--- config.mk ---
export PLATFORM = sky130hd
export DESIGN_NAME = mem_ctrl
export DESIGN_NICKNAME = d
export VERILOG_FILES = /design/src/rtl/mem_ctrl_pkg.sv /design/src/rtl/mem_ctrl.sv
export SDC_FILE = /design/constraint.sdc
export NUM_CORES = 1
export LEC_CHECK = 0
export ABC_AREA = 1
export BUFFER_PORTS_ARGS = -buffer_cell sky130_fd_sc_hd__buf_2
export CELL_PAD_IN_SITES_DETAIL_PLACEMENT = 0
export CELL_PAD_IN_SITES_GLOBAL_PLACEMENT = 2
export CORE_UTILIZATION = 32
export CTS_CLUSTER_DIAMETER = 100
export DETAILED_ROUTE_END_ITERATION = 10
export HOLD_SLACK_MARGIN = 0.08
export PLACE_DENSITY_LB_ADDON = 0.1
export SYNTH_ARGS = -nofsm -noshare
export SYNTH_HDL_FRONTEND = slang
export SYNTH_SLANG_ARGS = --single-unit
--- constraint.sdc ---
create_clock -name clk -period 4.8 [get_ports clk]
set_input_delay 0.48 -clock clk [delete_from_list [all_inputs] [get_ports clk]]
set_output_delay 0.48 -clock clk [all_outputs]
set_load 0.005 [all_outputs]
--- src/rtl/mem_ctrl_pkg.sv ---
// rtl/mem_ctrl_pkg.sv - state encoding, access-size codes and byte-count helper for mem_ctrl
package mem_ctrl_pkg;

  typedef enum logic [2:0] {
    IDLE  = 3'd0,
    IF_RD = 3'd1,
    LS_RD = 3'd2,
    LS_WR = 3'd3,
    DONE  = 3'd4
  } state_e;

  localparam logic [1:0] SIZE_BYTE     = 2'd0;
  localparam logic [1:0] SIZE_HALF     = 2'd1;
  localparam logic [1:0] SIZE_WORD     = 2'd2;
  localparam logic [1:0] SIZE_WORD_ALT = 2'd3;

  localparam logic [2:0] FETCH_BYTES = 3'd4;

  function automatic logic [2:0] byte_count(input logic [1:0] size);
    case (size)
      SIZE_BYTE:     return 3'd1;
      SIZE_HALF:     return 3'd2;
      SIZE_WORD:     return 3'd4;
      SIZE_WORD_ALT: return 3'd4;
      default:       return 3'd4;
    endcase
  endfunction

endpackage

--- src/rtl/mem_ctrl.sv ---
// rtl/mem_ctrl.sv - byte-serial arbiter between instruction fetch and load/store over a byte-wide RAM
module mem_ctrl
  import mem_ctrl_pkg::*;
#(
  parameter int ADDR_W = 32
) (
  input  logic              clk,
  input  logic              rst,
  input  logic              if_req,
  input  logic [ADDR_W-1:0] if_addr,
  input  logic              if_flush,
  output logic              if_ack,
  output logic [31:0]       if_data,
  input  logic              ls_req,
  input  logic              ls_we,
  input  logic [1:0]        ls_size,
  input  logic [ADDR_W-1:0] ls_addr,
  input  logic [31:0]       ls_wdata,
  output logic              ls_ack,
  output logic [31:0]       ls_rdata,
  output logic [ADDR_W-1:0] ram_addr,
  output logic              ram_we,
  output logic [7:0]        ram_dout,
  input  logic [7:0]        ram_din
);

  state_e            state_q, state_d;
  logic [2:0]        k_q, k_d;
  logic [2:0]        n_q, n_d;
  logic [2:0]        next_k;
  logic [1:0]        rd_lane, wr_lane;
  logic [ADDR_W-1:0] addr_q, addr_d;
  logic [31:0]       wdata_q, wdata_d;
  logic [31:0]       asm_q, asm_d;
  logic              if_ack_q, if_ack_d;
  logic              ls_ack_q, ls_ack_d;
  logic [31:0]       if_data_q, if_data_d;
  logic [31:0]       ls_rdata_q, ls_rdata_d;
  logic [ADDR_W-1:0] ram_addr_q, ram_addr_d;
  logic              ram_we_q, ram_we_d;
  logic [7:0]        ram_dout_q, ram_dout_d;

  always_comb begin
    state_d    = state_q;
    k_d        = k_q;
    n_d        = n_q;
    addr_d     = addr_q;
    wdata_d    = wdata_q;
    asm_d      = asm_q;
    if_ack_d   = 1'b0;
    ls_ack_d   = 1'b0;
    if_data_d  = if_data_q;
    ls_rdata_d = ls_rdata_q;
    ram_addr_d = '0;
    ram_we_d   = 1'b0;
    ram_dout_d = 8'h00;
    next_k     = k_q + 3'd1;
    rd_lane    = 2'(k_q - 3'd1);
    wr_lane    = next_k[1:0];

    case (state_q)
      IDLE: begin
        // Load/store wins; a flush only vetoes the fetch side.
        if (ls_req) begin
          addr_d     = ls_addr;
          n_d        = byte_count(ls_size);
          wdata_d    = ls_wdata;
          asm_d      = '0;
          k_d        = '0;
          ram_addr_d = ls_addr;
          if (ls_we) begin
            state_d    = LS_WR;
            ram_we_d   = 1'b1;
            ram_dout_d = ls_wdata[7:0];
          end else begin
            state_d = LS_RD;
          end
        end else if (if_req && !if_flush) begin
          addr_d     = if_addr;
          n_d        = FETCH_BYTES;
          asm_d      = '0;
          k_d        = '0;
          ram_addr_d = if_addr;
          state_d    = IF_RD;
        end
      end

      IF_RD, LS_RD: begin
        // ram_din lags the address by one cycle, so cycle k returns byte k-1.
        if (k_q != 3'd0) begin
          asm_d[{rd_lane, 3'b000} +: 8] = ram_din;
        end
        if (state_q == IF_RD && if_flush) begin
          state_d = IDLE;
          k_d     = '0;
        end else if (k_q == n_q) begin
          state_d = DONE;
          k_d     = '0;
          if (state_q == IF_RD) begin
            if_ack_d  = 1'b1;
            if_data_d = asm_d;
          end else begin
            ls_ack_d   = 1'b1;
            ls_rdata_d = asm_d;
          end
        end else begin
          k_d = next_k;
          if (next_k < n_q) begin
            ram_addr_d = addr_q + ADDR_W'(next_k);
          end
        end
      end

      LS_WR: begin
        if (next_k < n_q) begin
          k_d        = next_k;
          ram_addr_d = addr_q + ADDR_W'(next_k);
          ram_we_d   = 1'b1;
          ram_dout_d = wdata_q[{wr_lane, 3'b000} +: 8];
        end else begin
          state_d  = DONE;
          k_d      = '0;
          ls_ack_d = 1'b1;
        end
      end

      DONE: begin
        state_d = IDLE;
      end

      default: begin
        state_d = IDLE;
        k_d     = '0;
      end
    endcase
  end

  always_ff @(posedge clk) begin
    if (rst) begin
      state_q    <= IDLE;
      k_q        <= '0;
      n_q        <= '0;
      addr_q     <= '0;
      wdata_q    <= '0;
      asm_q      <= '0;
      if_ack_q   <= 1'b0;
      ls_ack_q   <= 1'b0;
      if_data_q  <= '0;
      ls_rdata_q <= '0;
      ram_addr_q <= '0;
      ram_we_q   <= 1'b0;
      ram_dout_q <= 8'h00;
    end else begin
      state_q    <= state_d;
      k_q        <= k_d;
      n_q        <= n_d;
      addr_q     <= addr_d;
      wdata_q    <= wdata_d;
      asm_q      <= asm_d;
      if_ack_q   <= if_ack_d;
      ls_ack_q   <= ls_ack_d;
      if_data_q  <= if_data_d;
      ls_rdata_q <= ls_rdata_d;
      ram_addr_q <= ram_addr_d;
      ram_we_q   <= ram_we_d;
      ram_dout_q <= ram_dout_d;
    end
  end

  // A flush arriving in the ack cycle still suppresses the fetch ack.
  assign if_ack   = if_ack_q & ~if_flush;
  assign if_data  = if_data_q;
  assign ls_ack   = ls_ack_q;
  assign ls_rdata = ls_rdata_q;
  assign ram_addr = ram_addr_q;
  assign ram_we   = ram_we_q;
  assign ram_dout = ram_dout_q;

endmodule

==> metrics.log <==
INFO  metric globalplace.congestion = 0.7997
INFO  metric setup.worst_path.class = reg2reg
INFO  metric totalNegativeSetupSlack = 0 ps
INFO  metric syn-instance-count = 1386
INFO  metric worst_r2r_path_depth = 10
INFO  metric placed_standard_cell_area = 10950 µm²
INFO  metric power.net_switching = 0.002066 W
INFO  metric max_stage_delay = 690 ps
INFO  metric synth_top_cells_by_count = sky130_fd_sc_hd__nand2_1 (448), sky130_fd_sc_hd__dfxtp_1 (212), sky130_fd_sc_hd__a21oi_1 (202)
INFO  metric power.share.sequential = 38.1%
INFO  metric worstMarginPinSlew = 1133 ps
INFO  metric grt_setup_unrepaired = false
INFO  metric coreArea = 29640 µm²
INFO  metric power_switching_share = 37.24%
INFO  metric clock_tree.buffer_depth = 3
INFO  metric drv_cap = 0
INFO  metric final_instance_area = 11760 µm²
INFO  metric synth.ff_latch_count = 212
INFO  metric numPortBuffers = about 220
INFO  metric total_i_o_pin_count = 219
INFO  metric timing.slew.headroom = 24.37%
INFO  metric crit_path_top_delay_cell = sky130_fd_sc_hd__a21oi_4
INFO  metric leakage_power = just over 5 nW
INFO  metric synth_largest_area_cell = sky130_fd_sc_hd__dfxtp_1
INFO  metric synth_async_sr_flop_share = 0%
INFO  metric filler_cell_count = approximately 3200
INFO  metric first_pass_iters = 5
INFO  metric skew_pair_late_insertion_delay = ~530 ps
INFO  metric largest_net_degree_at_the_start_of_global_routing = between 70 and 80
INFO  metric final_nets = 1692
INFO  metric route.vias.total = ~9500
INFO  metric numCtsBuffers = 25
INFO  metric min_to = ram_dout[1]
INFO  metric antenna_left = 0
INFO  metric synth_top_area_share = 44.05%
INFO  metric row_count = 63
INFO  metric drive_above_1_share = between 10% and 20%
INFO  metric die_h = 175.5 µm
INFO  metric clock_tree.root_cell = sky130_fd_sc_hd__clkbuf_16
INFO  metric die_w = 175.5 µm
INFO  metric worstHoldPathType = in2reg
INFO  metric drv_slew = 0
INFO  metric number_of_clock_sinks = 212
INFO  metric drt-vias-per-instance = 4.793
INFO  metric worst_clock_skew = 7.200 ps
INFO  metric vias_in_the_first_global_route = 8694
INFO  metric cell_area_after_synthesis = 9635 µm²
INFO  metric worst_hold_path.num_cells = 3
INFO  metric power.internal = 0.003481 W
INFO  metric postCtsSetupRepairBufs = 0
INFO  metric areaGrowthSynthToFinish = 22.01%
INFO  metric grt_usage = between 10% and 20%
INFO  metric clkPwrFrac = 33.6%
INFO  metric cp_data_arrival_time = 3690 ps
INFO  metric die-area = 30810 µm²
INFO  metric postSynth.topFlopCell = sky130_fd_sc_hd__dfxtp_1
INFO  metric ys_warn_count = 0
INFO  metric global_route_wire_length_before_repair = 47.89 mm
INFO  metric synth.net_count = 1512
INFO  metric power_per_cell_area = 471.8 nW/µm²
INFO  metric cts-resized-gates = 0
INFO  metric power.combinational.fraction = 28.3%
INFO  metric drcViolationCount = 0
INFO  metric setup_viol_count_final = 0
INFO  metric synth_area_leaders = sky130_fd_sc_hd__dfxtp_1 (44%), sky130_fd_sc_hd__nand2_1 (17%), sky130_fd_sc_hd__a21oi_1 (10%)
INFO  metric crit_required = between 5000 and 6000 ps
INFO  metric timing.reg2reg.setup_slack = 1560 ps
INFO  metric timing.critical_path.from_type = flip-flop
INFO  metric yosysMostFrequentCell = sky130_fd_sc_hd__nand2_1
INFO  metric regToRegEndpoint = ram_addr[23]
INFO  metric hold_viol_final = 0
INFO  metric h_tree_lvls = 1
INFO  metric cts_hold_repair.buffers = 0
INFO  metric rr_startpoint = k_q[0]
INFO  metric fmaxAchievable = 309.0 MHz
INFO  metric syn_area_per_cell = 6.952 µm²
INFO  metric timing.hold.worst.start = ls_wdata[1]
INFO  metric tritoncts = built
INFO  metric critical_path.max_fanout = 27
INFO  metric status = finished, final reports clean
INFO  metric start_util = 32.51%
INFO  metric yosysSeqAreaShare = 44.05%
INFO  metric critPathCaptureType = flip-flop
INFO  metric postRouteWirelength = a little over 30 mm
INFO  metric period_share = 67.42%
INFO  metric detail_route.wl_per_cell = 15.43 µm
INFO  metric crit_path_cell_trace = ha_1, xor2_1, ha_1, a21oi_1, nand2_1, inv_1, nand2_1, a21oi_4, nand3_1, a21oi_1
INFO  metric ys_types = 39
INFO  metric globalRoute.totalOverflow = 0
INFO  metric p_total = around 0.0055 W
INFO  metric initialDrtViolationCount = between 500 and 600
INFO  metric number_of_synthesized_flops_with_an_enable_pin = 0
INFO  metric period_minus_slack = 3236 ps
INFO  metric vdd.ir_drop.worst = 265.4 µV
INFO  metric detailedPlacementHpwl = around 21 mm
INFO  metric clk_pin_slew_worst_paths = 60 ps
INFO  metric antenna_violations_before_repair = 3
==> per-stage QoR <==
| stage | setup WS [ps] | utilization [%] | cells | hold slack [ps] |
|---|---|---|---|---|
| final | 1564 | 39.67 | 1974 | 210.0 |
| after CTS | 1492 | 39.66 | 1973 | 185.2 |
| after global placement | 1519 | 36.96 | 1929 | 436.4 |
| after floorplan | 2262 | - | 1386 | 424.5 |
| after global routing | 1250 | 39.67 | 1974 | 205.2 |
| after detailed placement | 1511 | 36.96 | 1929 | 441.3 |
==> layout by cell type, fill, tap and decap left out, types with 2 or more instances in the layout <==
cell,instances
sky130_fd_sc_hd__o31ai_1,2
sky130_fd_sc_hd__inv_1,84
sky130_fd_sc_hd__xor2_1,10
sky130_fd_sc_hd__ha_1,13
sky130_fd_sc_hd__nand4_1,7
sky130_fd_sc_hd__o31ai_2,4
sky130_fd_sc_hd__o21ai_0,67
sky130_fd_sc_hd__clkbuf_16,25
sky130_fd_sc_hd__o22ai_1,8
sky130_fd_sc_hd__or2_0,5
sky130_fd_sc_hd__nor2_2,5
sky130_fd_sc_hd__o21bai_1,5
sky130_fd_sc_hd__a21oi_1,202
sky130_fd_sc_hd__nand3b_1,2
sky130_fd_sc_hd__nor2_1,73
sky130_fd_sc_hd__clkbuf_1,9
sky130_fd_sc_hd__nand2_2,2
sky130_fd_sc_hd__nor3_1,5
sky130_fd_sc_hd__xnor2_1,4
sky130_fd_sc_hd__nand3_1,127
sky130_fd_sc_hd__nand2_1,447
sky130_fd_sc_hd__nor2_4,3
sky130_fd_sc_hd__clkbuf_8,7
sky130_fd_sc_hd__buf_4,11
sky130_fd_sc_hd__inv_2,9
sky130_fd_sc_hd__dfxtp_1,212
sky130_fd_sc_hd__o21a_1,3
sky130_fd_sc_hd__buf_2,217
==> per-layer routing <==
layer	vias to the layer above	wire length, µm	track usage, %	share of wire, %
li1	4870	-	-	-
met1	4342	14370	26.21	47
met2	206	14200	32.61	47
met3	40	1380	2.857	4.5
met4	4	475	4.420	1.6
met5	-	23	0	0.076
==> worst max-delay path: cells and delay by family (launching register included) <==
family | cells | cell delay [ps]
AO/OA/AOI/OAI | 3 | 1000
flip-flops | 1 | 600
adder cells (fa/ha/maj) | 2 | 560
AND/OR/NAND/NOR | 3 | 530
XOR/XNOR | 1 | 350
buffers and inverters | 1 | 110
==> state kept, by name, summed over array words and instances, names as in the netlist <==
signal	flops
ls_ack	1
state_q	3
k_q	3
ls_rdata	32
wdata_q	32
if_data	32
ram_dout	8
n_q	3
if_ack_q	1
ram_addr	32
addr_q	32
ram_we	1
asm_q	32
==> area by class of cell <==
cell class | count | area, µm² | share of cell area (%)
Tap cell | 390 | 488.0 | 4.151
Antenna cell | 1 | 2.502 | 0.02129
Clock inverter | 3 | 43.79 | 0.3725
Inverter | 94 | 352.8 | 3.001
Timing Repair Buffer | 228 | 1169 | 9.940
Multi-Input combinational cell | 1005 | 4701 | 39.99
Clock buffer | 41 | 755.7 | 6.428
Sequential cell | 212 | 4244 | 36.10
==> worst max-delay path by stage <==
stage / from / to / cells after the start
6_report: k_q[0] / ram_addr[23] / 10
5_1_grt: k_q[0] / ram_addr[23] / 10
4_1_cts: k_q[0] / ram_addr[23] / 10
3_5_place_dp: k_q[0] / ram_addr[23] / 10
3_3_place_gp: k_q[0] / ram_addr[23] / 10
2_1_floorplan: k_q[0] / ram_addr[24] / 12
==> kinds of logic after synthesis <==
group,count (synthesis),share of synthesized area (%)
compound gates,296,16.23
xor+xnor,14,1.272
fa+ha+maj,14,1.896
buf+inv,169,7.272
flops,212,44.05
simple gates,681,29.28
==> power by group through the flow <==
stage / combinational (W) / clock (W) / sequential [W]
after detailed placement: 0.00161 / 0 / 0.00215
after CTS: 0.00161 / 0.00192 / 0.00211
after global routing: 0.00178 / 0.00199 / 0.00214
after global placement: 0.00160 / 0 / 0.00215
after floorplan: 0.00111 / 0 / 0.00212
final: 0.00157 / 0.00186 / 0.00211
No activity file was read; power rests on OpenSTA's default activity.
